## src/rtl/mem_dma.sv

```systemverilog
// Word-copy / word-fill DMA engine driving a single-ported memory map.
// Fill mode exists only when MEM_DMA_FILL_EN is defined; otherwise every transfer is a copy.
module mem_dma #(
    parameter int LEN_W = 16
) (
    input  logic             clk,
    input  logic             reset,
    input  logic             start,
    input  logic             mode,
    input  logic [15:0]      src_addr,
    input  logic [15:0]      dst_addr,
    input  logic [LEN_W-1:0] length,
    input  logic [15:0]      fill_value,
    output logic             active,
    output logic             done,
    output logic             mem_load,
    output logic [15:0]      mem_address,
    output logic [15:0]      mem_in,
    input  logic [15:0]      mem_out,
    input  logic             mem_busy
);

    localparam logic [2:0] IDLE    = 3'd0;
    localparam logic [2:0] READ    = 3'd1;
    localparam logic [2:0] CAPTURE = 3'd2;
    localparam logic [2:0] WRITE   = 3'd3;
    localparam logic [2:0] DONE    = 3'd4;

    logic [2:0]       state;
    logic [15:0]      src_r;
    logic [15:0]      dst_r;
    logic [15:0]      data_r;
    logic [LEN_W-1:0] len_r;
    logic [LEN_W-1:0] cnt;
    logic [LEN_W-1:0] cnt_inc;
    logic             fill_r;
    logic             fill_sel;

`ifdef MEM_DMA_FILL_EN
    assign fill_sel = mode;
`else
    logic unused_cfg;
    assign fill_sel   = 1'b0;
    assign unused_cfg = ^{mode, fill_value};
`endif

    assign cnt_inc = cnt + LEN_W'(1);

    // Memory handshake: a read address is accepted in a READ cycle with
    // mem_busy=0 and its data appears on mem_out the next cycle; a write is
    // accepted in a cycle with mem_load=1 and mem_busy=0. Until accepted, the
    // request (address, data, load) is held unchanged.
    always_ff @(posedge clk) begin
        if (reset) begin
            state  <= IDLE;
            src_r  <= '0;
            dst_r  <= '0;
            data_r <= '0;
            len_r  <= '0;
            cnt    <= '0;
            fill_r <= 1'b0;
        end else begin
            case (state)
                IDLE: begin
                    if (start) begin
                        src_r  <= src_addr;
                        dst_r  <= dst_addr;
                        len_r  <= length;
                        cnt    <= '0;
                        fill_r <= fill_sel;
                        data_r <= fill_sel ? fill_value : 16'h0000;
                        if (length == '0)
                            state <= DONE;
                        else if (fill_sel)
                            state <= WRITE;
                        else
                            state <= READ;
                    end
                end
                READ: begin
                    if (!mem_busy)
                        state <= CAPTURE;
                end
                CAPTURE: begin
                    data_r <= mem_out;
                    state  <= WRITE;
                end
                WRITE: begin
                    if (!mem_busy) begin
                        src_r <= src_r + 16'd1;
                        dst_r <= dst_r + 16'd1;
                        cnt   <= cnt_inc;
                        // In fill mode data_r still holds fill_value, so WRITE simply repeats.
                        if (cnt_inc == len_r)
                            state <= DONE;
                        else if (!fill_r)
                            state <= READ;
                    end
                end
                DONE: begin
                    state <= IDLE;
                end
                default: begin
                    state <= IDLE;
                end
            endcase
        end
    end

    always_comb begin
        active      = 1'b0;
        done        = 1'b0;
        mem_load    = 1'b0;
        mem_address = 16'h0000;
        mem_in      = 16'h0000;
        case (state)
            READ: begin
                active      = 1'b1;
                mem_address = src_r;
            end
            CAPTURE: begin
                active = 1'b1;
            end
            WRITE: begin
                active      = 1'b1;
                mem_load    = 1'b1;
                mem_address = dst_r;
                mem_in      = data_r;
            end
            DONE: begin
                done = 1'b1;
            end
            default: begin
                active = 1'b0;
            end
        endcase
    end

endmodule

```

## config.mk

```make
export PLATFORM = sky130hd
export DESIGN_NAME = mem_dma
export DESIGN_NICKNAME = d
export VERILOG_FILES = /design/src/rtl/mem_dma.sv
export SDC_FILE = /design/constraint.sdc
export NUM_CORES = 1
export LEC_CHECK = 0
export BUFFER_PORTS_ARGS = -buffer_cell sky130_fd_sc_hd__buf_4
export CAP_MARGIN = 0
export CORE_ASPECT_RATIO = 1.1
export CORE_MARGIN = 2
export CORE_UTILIZATION = 45
export DETAILED_ROUTE_END_ITERATION = 12
export HOLD_SLACK_MARGIN = 0.05
export PLACE_DENSITY = 0.79
export SLEW_MARGIN = 0
export SYNTH_ARGS = -nofsm -noshare
export SYNTH_HDL_FRONTEND = slang
export SYNTH_SLANG_ARGS = --single-unit
export TNS_END_PERCENT = 30
```

## constraint.sdc

```tcl
create_clock -name clk -period 2.4 [get_ports clk]
set_input_delay 0.24 -clock clk [delete_from_list [all_inputs] [get_ports clk]]
set_output_delay 0.24 -clock clk [all_outputs]
set_load 0.05 [all_outputs]
```

==> results of run 1 <==
power groups by stage:
stage / clock network [mW] / logic (mW) / registers, mW
floorplan: 0 / 0.716 / 1.62
global placement: 0 / 0.999 / 1.68
detailed placement: 0 / 1.02 / 1.68
CTS: 1.46 / 1.03 / 1.65
global route: 1.53 / 1.12 / 1.68
finish: 1.45 / 1.03 / 1.66
timing repair:
action | CTS | global route
gates resized for setup | 0 | 1
setup buffers | 0 | 0
setup endpoints to repair | 0 | 16
metal layers:
| layer | vias up | wire length [um] |
|---|---|---|
| met5 | - | 0 |
| met4 | 0 | 381 |
| met3 | 41 | 875 |
| met2 | 199 | 6813 |
| met1 | 2275 | 5542 |
| li1 | 2398 | - |
worst max-delay path by stage:
stage / start / endpoint / slack [ps] / cells after the start
floorplan: state[1] / mem_address[1] / 90 / 6
global route: state[1] / mem_address[2] / 6 / 7
global placement: cnt[0] / state[0] / 350 / 8
finish: state[1] / mem_address[0] / 170 / 7
detailed placement: cnt[0] / state[2] / 300 / 8
CTS: state[1] / mem_address[13] / 50 / 7
cell type report:
type / instances / area share
Clock inverter: 5 / 0.01297
Tap cell: 143 / 0.02992
Clock buffer: 11 / 0.03892
Multi-Input combinational cell: 475 / 0.4754
Sequential cell: 83 / 0.2781
Inverter: 3 / 0.001883
Timing Repair Buffer: 128 / 0.1628
cell usage after synthesis, types with 13 or more instances:
master    number
and3_1        22
a22o_1        16
nand4_1       13
clkbuf_1      46
a21oi_1       60
o21ai_0       31
nand3_1       24
dfxtp_1       83
nand2_1       81
a22oi_1       20
xnor2_1       22
nor2_1        62
per-stage QoR:
step	worst slack, ps	utilization	instance area [um2]	total power, mW	hold WS, ps
floorplan	92.98	-	4738	2.339	376.0
global placement	351.3	0.5479	5668	2.674	462.2
detailed placement	303.1	0.5479	5668	2.703	462.1
CTS	50.94	0.5779	5978	4.141	147.1
global route	5.579	0.5780	5979	4.336	159.3
finish	169.4	0.5780	5979	4.132	150.3
state kept, by name, indices dropped and copies added, names as in the netlist:
register  cells
dst_r        16
len_r        16
cnt          16
state         3
src_r        16
data_r       16
cell families (layout without fill, tap and decap cells):
| family | after synthesis | in the layout | synth area share |
|---|---|---|---|
| simple gates | 253 | 253 | 0.2617 |
| fa+ha+maj | 3 | 3 | 0.007923 |
| compound gates | 173 | 173 | 0.2353 |
| flops | 83 | 83 | 0.3507 |
| xor+xnor | 35 | 35 | 0.06866 |
| buf+inv | 58 | 147 | 0.05228 |
| mux | 11 | 11 | 0.02350 |
worst reg2reg max path, delay by kind of cell, from the launching register on:
family	cells	cell delay [ps]
AO/OA/AOI/OAI	1	90
XOR/XNOR	1	180
adder cells (fa/ha/maj)	1	300
buffers and inverters	1	170
flip-flops	1	460
AND/OR/NAND/NOR	4	830
==> summary.md, run 1 <==
| Metric | Value |
|---|---|
| Status | completed |
| Core Region | roughly 10000 um2 |
| H-tree depth | 3 |
| CTS tree | done |
| Worst Skew | approximately 5.8 ps |
| Final-report max-slew violation count | 0 |
| Slowest stage delay, CP | between 400 and 500 ps |
| Post-Syn Area | about 4700 um2 |
| Starting Density | 0.4580 |
| GRT met2 Usage | 0.4219 |
| Mapped Cells | between 600 and 700 |
| CP Launch Type | flip-flop |
| Critical path class | reg -> out |
| Clock slew at reported path FFs | about 60 ps |
| Most frequent cells in the layout | buf_4, dfxtp_1, nand2_1 |
| EDFF count, synth | 0 |
| Multi-input logic area | roughly 2800 um2 |
| Dpl hpwl | 9618 um |
| Layout cells sized above 1 | 0.2128 |
| FILL cells | just under 1000 |
| CTS max path bufs | 2 |
| FF-to-FF path depth | 8 |
| Routed Antenna Nets | 0 |
| Crit Reg-Reg Startpoint | cnt[0] |
| CP Buf/Inv Count | 4 |
| Relative slew slack | 0.2848 |
| Tcrit/Tclk final | 0.9294 |
| Global route hottest layer | met2 |
| Vias in the first global route | roughly 4700 |
| Worst slew pin tran | roughly 1100 ps |
| Most common cell after layout, fill and taps aside | buf_4 |
| Area Growth Syn to Fin | 26.19% |
| Worst hold path startpoint | mem_out[0] |
| Combinational share of power | 0.249 |
| Max_cap viols | 0 |
| Cell mode on critical path | buf_4 |
| RSZ-0062 raised after global routing | false |
| Sequential share of the synthesized area | 0.3507 |
| Reg2reg end | state[0] |
| DR pass1 iterations | 5 |
| Die width | ~100 um |
| Vias | around 5000 |
| Final Hold Vio Count | 0 |
| Number of I/O port buffers | 102 |
| Max Clk Rate | 448.3 MHz |
| Endpoints failing setup | 0 |
| Wire length per cell | around 16 um |
| DRC | 0 |
| CP cell instances | nor2b_1, buf_4, nand2_1, inv_1, buf_12, a22o_1, buf_4 |
| Rows | 39 |
| Root buffer cell | clkbuf_16 |
| Initial DRC count | around 290 |
| Met3 Usage GRT | 0.03390 |
| Synth warn | 0 |
| Final nets | around 800 |
| Filler-free cell count of the finished design | about 850 |
| Congestion Overflow GR | 0 |
| Hold_buf cts | 0 |
| Worst hold path type | in -> reg |
| Post-synth top area share | 0.3507 |
| Switching Fraction | 0.3149 |
| CP Capture Type | output pin |
| GR Layer Usage met1 | 0.2907 |
| Clock Sink Count | 83 |
| Synth unique cells | 59 |
| Crit-path slowest cell | dfxtp_2 |
| Die Y | around 110 um |
| Flop pwr share | 0.401 |
| Hold path cells | 3 |
| Num CTS Buffers | 9 |
| # IOs | 120 |
| Worst EP arrival | roughly 2000 ps |
| Antenna diodes | 0 |
| Top cells by area, synth | dfxtp_1, nand2_1, a21oi_1 |
| Worst Path Required | about 2200 ps |
| Pin count of the biggest net entering global routing | 42 |
| Ys async rst share | 0 |
| Drt total wl | 13610 um |
| Final setup TNS | 0 ps |
| Switching power | 1.301 mW |
| Synth area leader | dfxtp_1 |
| Reg2Reg Setup Slack | between 200 and 300 ps |
| First-pass GRT wire length | 22080 um |
| GPL Wtd Cong | about 0.9 |
| WHS Endpoint | data_r[0] |
| Initial antenna violation count | 0 |
| Clk pwr share | 0.350 |
| Tot GR Track Use | 0.2408 |
| Synth Flop Type | dfxtp_1 |
| Die area | roughly 11000 um2 |
| Top delay family on crit path | buffers and inverters |
| Lkg Pwr | between 2 and 2.5 nW |
| Syn_nets | 704 |
| Sequential Area | around 1700 um2 |
| FF+latch count, synth | 83 |
| Minimum clock period after layout | 2231 ps |
| Pwr dens | ~690 nW/um2 |
| Peak supply drop | 0.3530 mV |
| Worst skew pair latency | 330 ps |
| Inst Count DP | approximately 830 |
| Vias per cell | between 5 and 6 |
| Syn avg cell area | between 7 and 8 um2 |
| Internal | between 2 and 3 mW |
| Crit path max fanout | 41 |
Note: power is estimated with default switching activity, not from simulation.
==> run 2, diff against run 1 <==
--- a/config.mk
+++ b/config.mk
@@ -9,10 +9,10 @@
 export CAP_MARGIN = 0
 export CORE_ASPECT_RATIO = 1.1
 export CORE_MARGIN = 2
-export CORE_UTILIZATION = 45
+export CORE_UTILIZATION = 38
 export DETAILED_ROUTE_END_ITERATION = 12
 export HOLD_SLACK_MARGIN = 0.05
-export PLACE_DENSITY = 0.79
+export PLACE_DENSITY = 0.7
 export SLEW_MARGIN = 0
 export SYNTH_ARGS = -nofsm -noshare
 export SYNTH_HDL_FRONTEND = slang
==> summary.md, run 2 (same netlist as run 1, synthesis figures left out) <==
| Metric | Value |
|---|---|
| Starting Density | 0.3920 |
| Rows | 42 |
| H-tree depth | 3 |
| Hold path cells | 3 |
| Root buffer cell | clkbuf_16 |
| Hold_buf cts | 0 |
| Total design power | 4.042 mW |
| CTS max path bufs | 2 |
| Crit Reg-Reg Startpoint | cnt[0] |
| Reg2reg end | state[2] |
| Number of I/O port buffers | around 100 |
| Congestion Overflow GR | 0 |
| Status | completed |
| Area Growth Syn to Fin | 25.56% |
| Initial DRC count | between 300 and 400 |
| Relative slew slack | 0.5565 |
| Antenna diodes | 0 |
| DRC | 0 |
| Post_cts resized | 1 |
| Final nets | between 700 and 800 |
| Dpl hpwl | 9825 um |
| Critical path class | reg -> out |
| RSZ-0062 raised after global routing | false |
| First-pass GRT wire length | 22940 um |
| CTS tree | done |
| Final setup TNS | 0 ps |
| Clock slew at reported path FFs | 60 ps |
| Clock Sink Count | between 80 and 90 |
| Crit path max fanout | 32 |
| Worst Skew | ~7.4 ps |
| Pwr dens | around 680 nW/um2 |
| # IOs | 120 |
| Worst skew pair latency | roughly 350 ps |
| Layout cells sized above 1 | 0.2140 |
| CP Launch Type | flip-flop |
| Routed Antenna Nets | 0 |
| Max Clk Rate | about 440 MHz |
| Post-CTS Setup Inserts | 0 |
| Worst hold path type | in -> reg |
| Most frequent cells in the layout | buf_4, dfxtp_1, nand2_1 |
| Vias | 4924 |
| Wire length per cell | between 15 and 20 um |
| GPL Wtd Cong | 0.9082 |
| Vias per cell | about 5.8 |
| Inst Count DP | 840 |
| Tot GR Track Use | 0.2116 |
| Reg2Reg Setup Slack | 190 ps |
| CP Capture Type | output pin |
| Die width | between 100 and 150 um |
| FILL cells | about 1200 |
| Drt total wl | ~14000 um |
| Peak supply drop | 0.5410 mV |
| Worst Path Required | 2160 ps |
| Lkg Pwr | approximately 2.4 nW |
| Setup crit end | mem_address[1] |
| Die area | between 10000 and 15000 um2 |
| Final-report max-slew violation count | 0 |
| Endpoints failing setup | 0 |
| Max_cap viols | 0 |
| Initial antenna violation count | 0 |
| Most common cell after layout, fill and taps aside | buf_4 |
| FF-to-FF path depth | 7 |
| Fin util | 0.4922 |
| Worst hold path startpoint | mem_out[11] |
| DR pass1 iterations | 5 |
| Core Region | between 10000 and 15000 um2 |
| Num CTS Buffers | 9 |
| Tcrit/Tclk final | 0.9375 |
| Die Y | roughly 120 um |
| Final Hold Vio Count | 0 |
| Minimum clock period after layout | about 2300 ps |
| Worst slew pin tran | around 660 ps |
| Filler-free cell count of the finished design | approximately 860 |
| Setup crit start | state[1] |
| Vias in the first global route | ~4700 |
| Pin count of the biggest net entering global routing | 45 |
| Worst EP arrival | ~2000 ps |
run 2: area by class of cell:
cell class / count / area (um2) / share of cell area
timing repair buffer: 125 / 942.2 / 0.1584
multi-input combinational: 475 / 2859 / 0.4805
tap: 154 / 192.7 / 0.03239
inverter: 3 / 11.26 / 0.001893
clock buffer: 9 / 225.2 / 0.03785
clock inverter: 6 / 57.56 / 0.009674
sequential: 83 / 1662 / 0.2793
run 2: worst max-delay path: stages (launching register included):
cell and delay (ps):
dfxtp_1 510, nor2b_4 290, nand2_1 90, inv_1 70, buf_6 240, a22o_1 240
buf_4 220
run 2: per-stage QoR:
step           setup WS, ps  area [um2]  hold WS [ps]
2_1_floorplan         92.98        4738         376.0
3_3_place_gp          236.3        5647         461.3
3_5_place_dp          112.9        5647         461.6
4_1_cts               29.80        5932         130.2
5_1_grt              0.6211        5949         131.2
6_report              150.0        5949         147.1
run 2: worst min-delay path by stage:
stage / endpoint
global placement: len_r[15]
global route: data_r[12]
CTS: data_r[9]
floorplan: len_r[0]
finish: data_r[11]
detailed placement: len_r[10]
run 2: report_power, final:
| group | switching (mW) | internal, mW |
|---|---|---|
| logic | 0.625 | 0.409 |
| registers | 0.149 | 1.51 |
| clock network | 0.560 | 0.792 |
run 2: per-layer routing:
| metal | wire, um | share of wire | vias to the layer above | track usage |
|---|---|---|---|---|
| met5 | 0 | 0 | - | 0 |
| met4 | 209 | 0.015 | 0 | 0.06484 |
| met3 | 890 | 0.063 | 19 | 0.05445 |
| met2 | 6931 | 0.49 | 176 | 0.3669 |
| met1 | 6174 | 0.43 | 2340 | 0.2588 |
| li1 | - | - | 2389 | - |
==> run 3, diff against run 2 <==
--- a/config.mk
+++ b/config.mk
@@ -5,6 +5,7 @@
 export SDC_FILE = /design/constraint.sdc
 export NUM_CORES = 1
 export LEC_CHECK = 0
+export ABC_AREA = 1
 export BUFFER_PORTS_ARGS = -buffer_cell sky130_fd_sc_hd__buf_4
 export CAP_MARGIN = 0
 export CORE_ASPECT_RATIO = 1.1
==> summary.md, run 3 <==
| Metric | Value |
|---|---|
| Status | completed |
| Die Y | around 120 um |
| CTS max path bufs | 2 |
| Crit Reg-Reg Startpoint | cnt[1] |
| Synth warn | 0 |
| FF+latch count, synth | 83 |
| Final nets | a little over 900 |
| FILL cells | 1296 |
| Final Hold Vio Count | 0 |
| First-pass GRT wire length | approximately 22000 um |
| Clock Sink Count | 83 |
| Multi-input logic area | between 2000 and 3000 um2 |
| Initial DRC count | 309 |
| CP Capture Type | output pin |
| Root buffer cell | clkbuf_16 |
| DRC | 0 |
| Most common cell after layout, fill and taps aside | nand2_1 |
| Rows | between 40 and 50 |
| EDFF count, synth | 0 |
| Number of I/O port buffers | 102 |
| Mapped Cells | around 740 |
| Fin util | 0.4871 |
| Die area | around 14000 um2 |
| Final-report max-slew violation count | 0 |
| Peak supply drop | 0.3985 mV |
| Dpl hpwl | ~10000 um |
| Minimum clock period after layout | between 2000 and 2500 ps |
| Reg2reg end | state[0] |
| Post-Syn Area | 4861 um2 |
| Vias in the first global route | approximately 4800 |
| Post-Synth Simple-Gate Area | 0.3143 |
| Endpoints failing setup | 0 |
| Total design power | about 5.7 mW |
| # IOs | 120 |
| Mux cell area share after synthesis | 0 |
| Pin count of the biggest net entering global routing | 45 |
| Lkg Pwr | approximately 2.4 nW |
| Inst Count DP | between 900 and 1000 |
| Top cells by area, synth | dfxtp_1, nand2_1, nand3_1 |
| FF-to-FF path depth | 16 |
| Post-synth top cells | nand2_1, inv_1, dfxtp_1 |
| Max Clk Rate | ~440 MHz |
| Relative slew slack | 0.5326 |
| Reg2Reg Setup Slack | 310 ps |
| GPL Wtd Cong | 0.8415 |
| Setup crit end | mem_address[6] |
| Pwr dens | roughly 930 nW/um2 |
| Setup ws final | roughly 150 ps |
| Congestion Overflow GR | 0 |
| Post-synth top area share | 0.3418 |
| RSZ-0062 raised after global routing | false |
| Core Region | ~13000 um2 |
| Filler-free cell count of the finished design | approximately 1000 |
| CTS tree | done |
| Routed Antenna Nets | 0 |
| Crit path max fanout | 18 |
| Worst slew pin tran | roughly 700 ps |
| Drt total wl | between 10000 and 15000 um |
| Antenna diodes | 0 |
| Syn_nets | 832 |
| Synth Flop Type | dfxtp_1 |
| Count leader, synth | nand2_1 |
| Tot GR Track Use | 0.2001 |
| Synth area leader | dfxtp_1 |
| Post-synthesis adder-cell area fraction | 0.007722 |
| Num CTS Buffers | 9 |
| Starting Density | 0.3878 |
| Sequential share of the synthesized area | 0.3418 |
| Setup crit start | state[0] |
| Die width | 111.8 um |
| Final hold slack | roughly 140 ps |
| XOR/XNOR Fraction of Synth Area | 0.03552 |
| Vias per cell | approximately 5.1 |
| Max_cap viols | 0 |
| Vias | 5113 |
| Critical path class | reg -> out |
| Area Growth Syn to Fin | 25.61% |
| Worst hold path type | in -> reg |
| DR pass1 iterations | 5 |
| Most frequent cells in the layout | nand2_1, buf_4, inv_1 |
| Sequential Area | around 1700 um2 |
| CP Launch Type | flip-flop |
| Dpl ws | 239.7 ps |
| Layout cells sized above 1 | 0.1800 |
| Syn avg cell area | 6.533 um2 |
| Worst Skew | about 10 ps |
| Worst skew pair latency | about 350 ps |
| Tcrit/Tclk final | 0.9389 |
| Largest family of logic cells by synthesized area | simple AND/OR/NAND/NOR gates |
| Initial antenna violation count | 0 |
| Ys async rst share | 0 |
| Worst EP arrival | about 2000 ps |
| H-tree depth | 3 |
| Clock slew at reported path FFs | 60 ps |
| Worst Path Required | roughly 2200 ps |
| Synth unique cells | 42 |
| Wire length per cell | 13.62 um |
| Compound-gate portion of the synthesized area | 0.1969 |
[run 3: cell types whose count changed in the layout (fill, tap and decap cells not counted), moves of 13 or more]
cell,previous run,this run
a22o_1,16,1
a22oi_1,20,0
and3_1,22,0
inv_1,3,84
nand2_1,81,147
nand3_1,24,82
o21ai_0,31,64
o22ai_1,2,15
xnor2_1,22,1
[run 3: cells by family (layout without fill, tap and decap cells)]
group,after synthesis,count (layout)
xor+xnor,18,18
fa+ha+maj,3,3
buf+inv,126,221
simple gates,340,340
flops,83,83
compound gates,174,174
[run 3: timing repair]
action | in CTS | in global routing
endpoints found under the hold margin | 0 | 0
setup buffers | 0 | 0
hold buffers | 0 | 0
resized for setup | 0 | 2
setup endpoints to repair | 0 | 2
[run 3: final cells by class]
class,count,share of cell area
inverters,91,0.05635
well taps,157,0.03217
repair buffers,116,0.1453
clock buffers,12,0.04201
multi-input cells,535,0.4422
clock inverters,2,0.009836
flip-flops and latches,83,0.2721
[run 3: where the power goes]
part           internal, mW  leakage (nW)  switching (mW)
Combinational         0.731          1.60            1.47
Clock                 0.957         0.155           0.554
Sequential             1.71         0.680           0.260
Total                  3.39          2.44            2.29
[run 3: stage by stage]
step	area, um2	TNS (ps)
after floorplan	4861	-401.7
after global placement	5781	0
after detailed placement	5781	0
after CTS	6097	0
after global routing	6106	0
final	6106	0
[run 3: critical path, stage by stage (launching register included)]
cell and delay, ps:
dfxtp_1 400, inv_1 110, nor3_4 280, inv_2 220
buf_4 230, o21ai_0 190, buf_4 230
[run 3: how the worst min path moves through the flow]
stage          cells after the start  startpoint  slack [ps]        end
5_1_grt                            3   length[0]         160   len_r[0]
2_1_floorplan                      2   length[0]         370   len_r[0]
4_1_cts                            3   length[0]         130   len_r[0]
6_report                           3   length[0]         140   len_r[0]
3_5_place_dp                       2    len_r[7]         460   len_r[7]
3_3_place_gp                       2   src_r[15]         450  src_r[15]
[run 3: per-layer routing]
metal	global-route usage	vias up	part of all wire
met5	0	-	0
met2	0.3413	128	0.47
met4	0.07716	0	0.016
li1	-	2660	-
met1	0.2543	2309	0.45
met3	0.03407	16	0.056
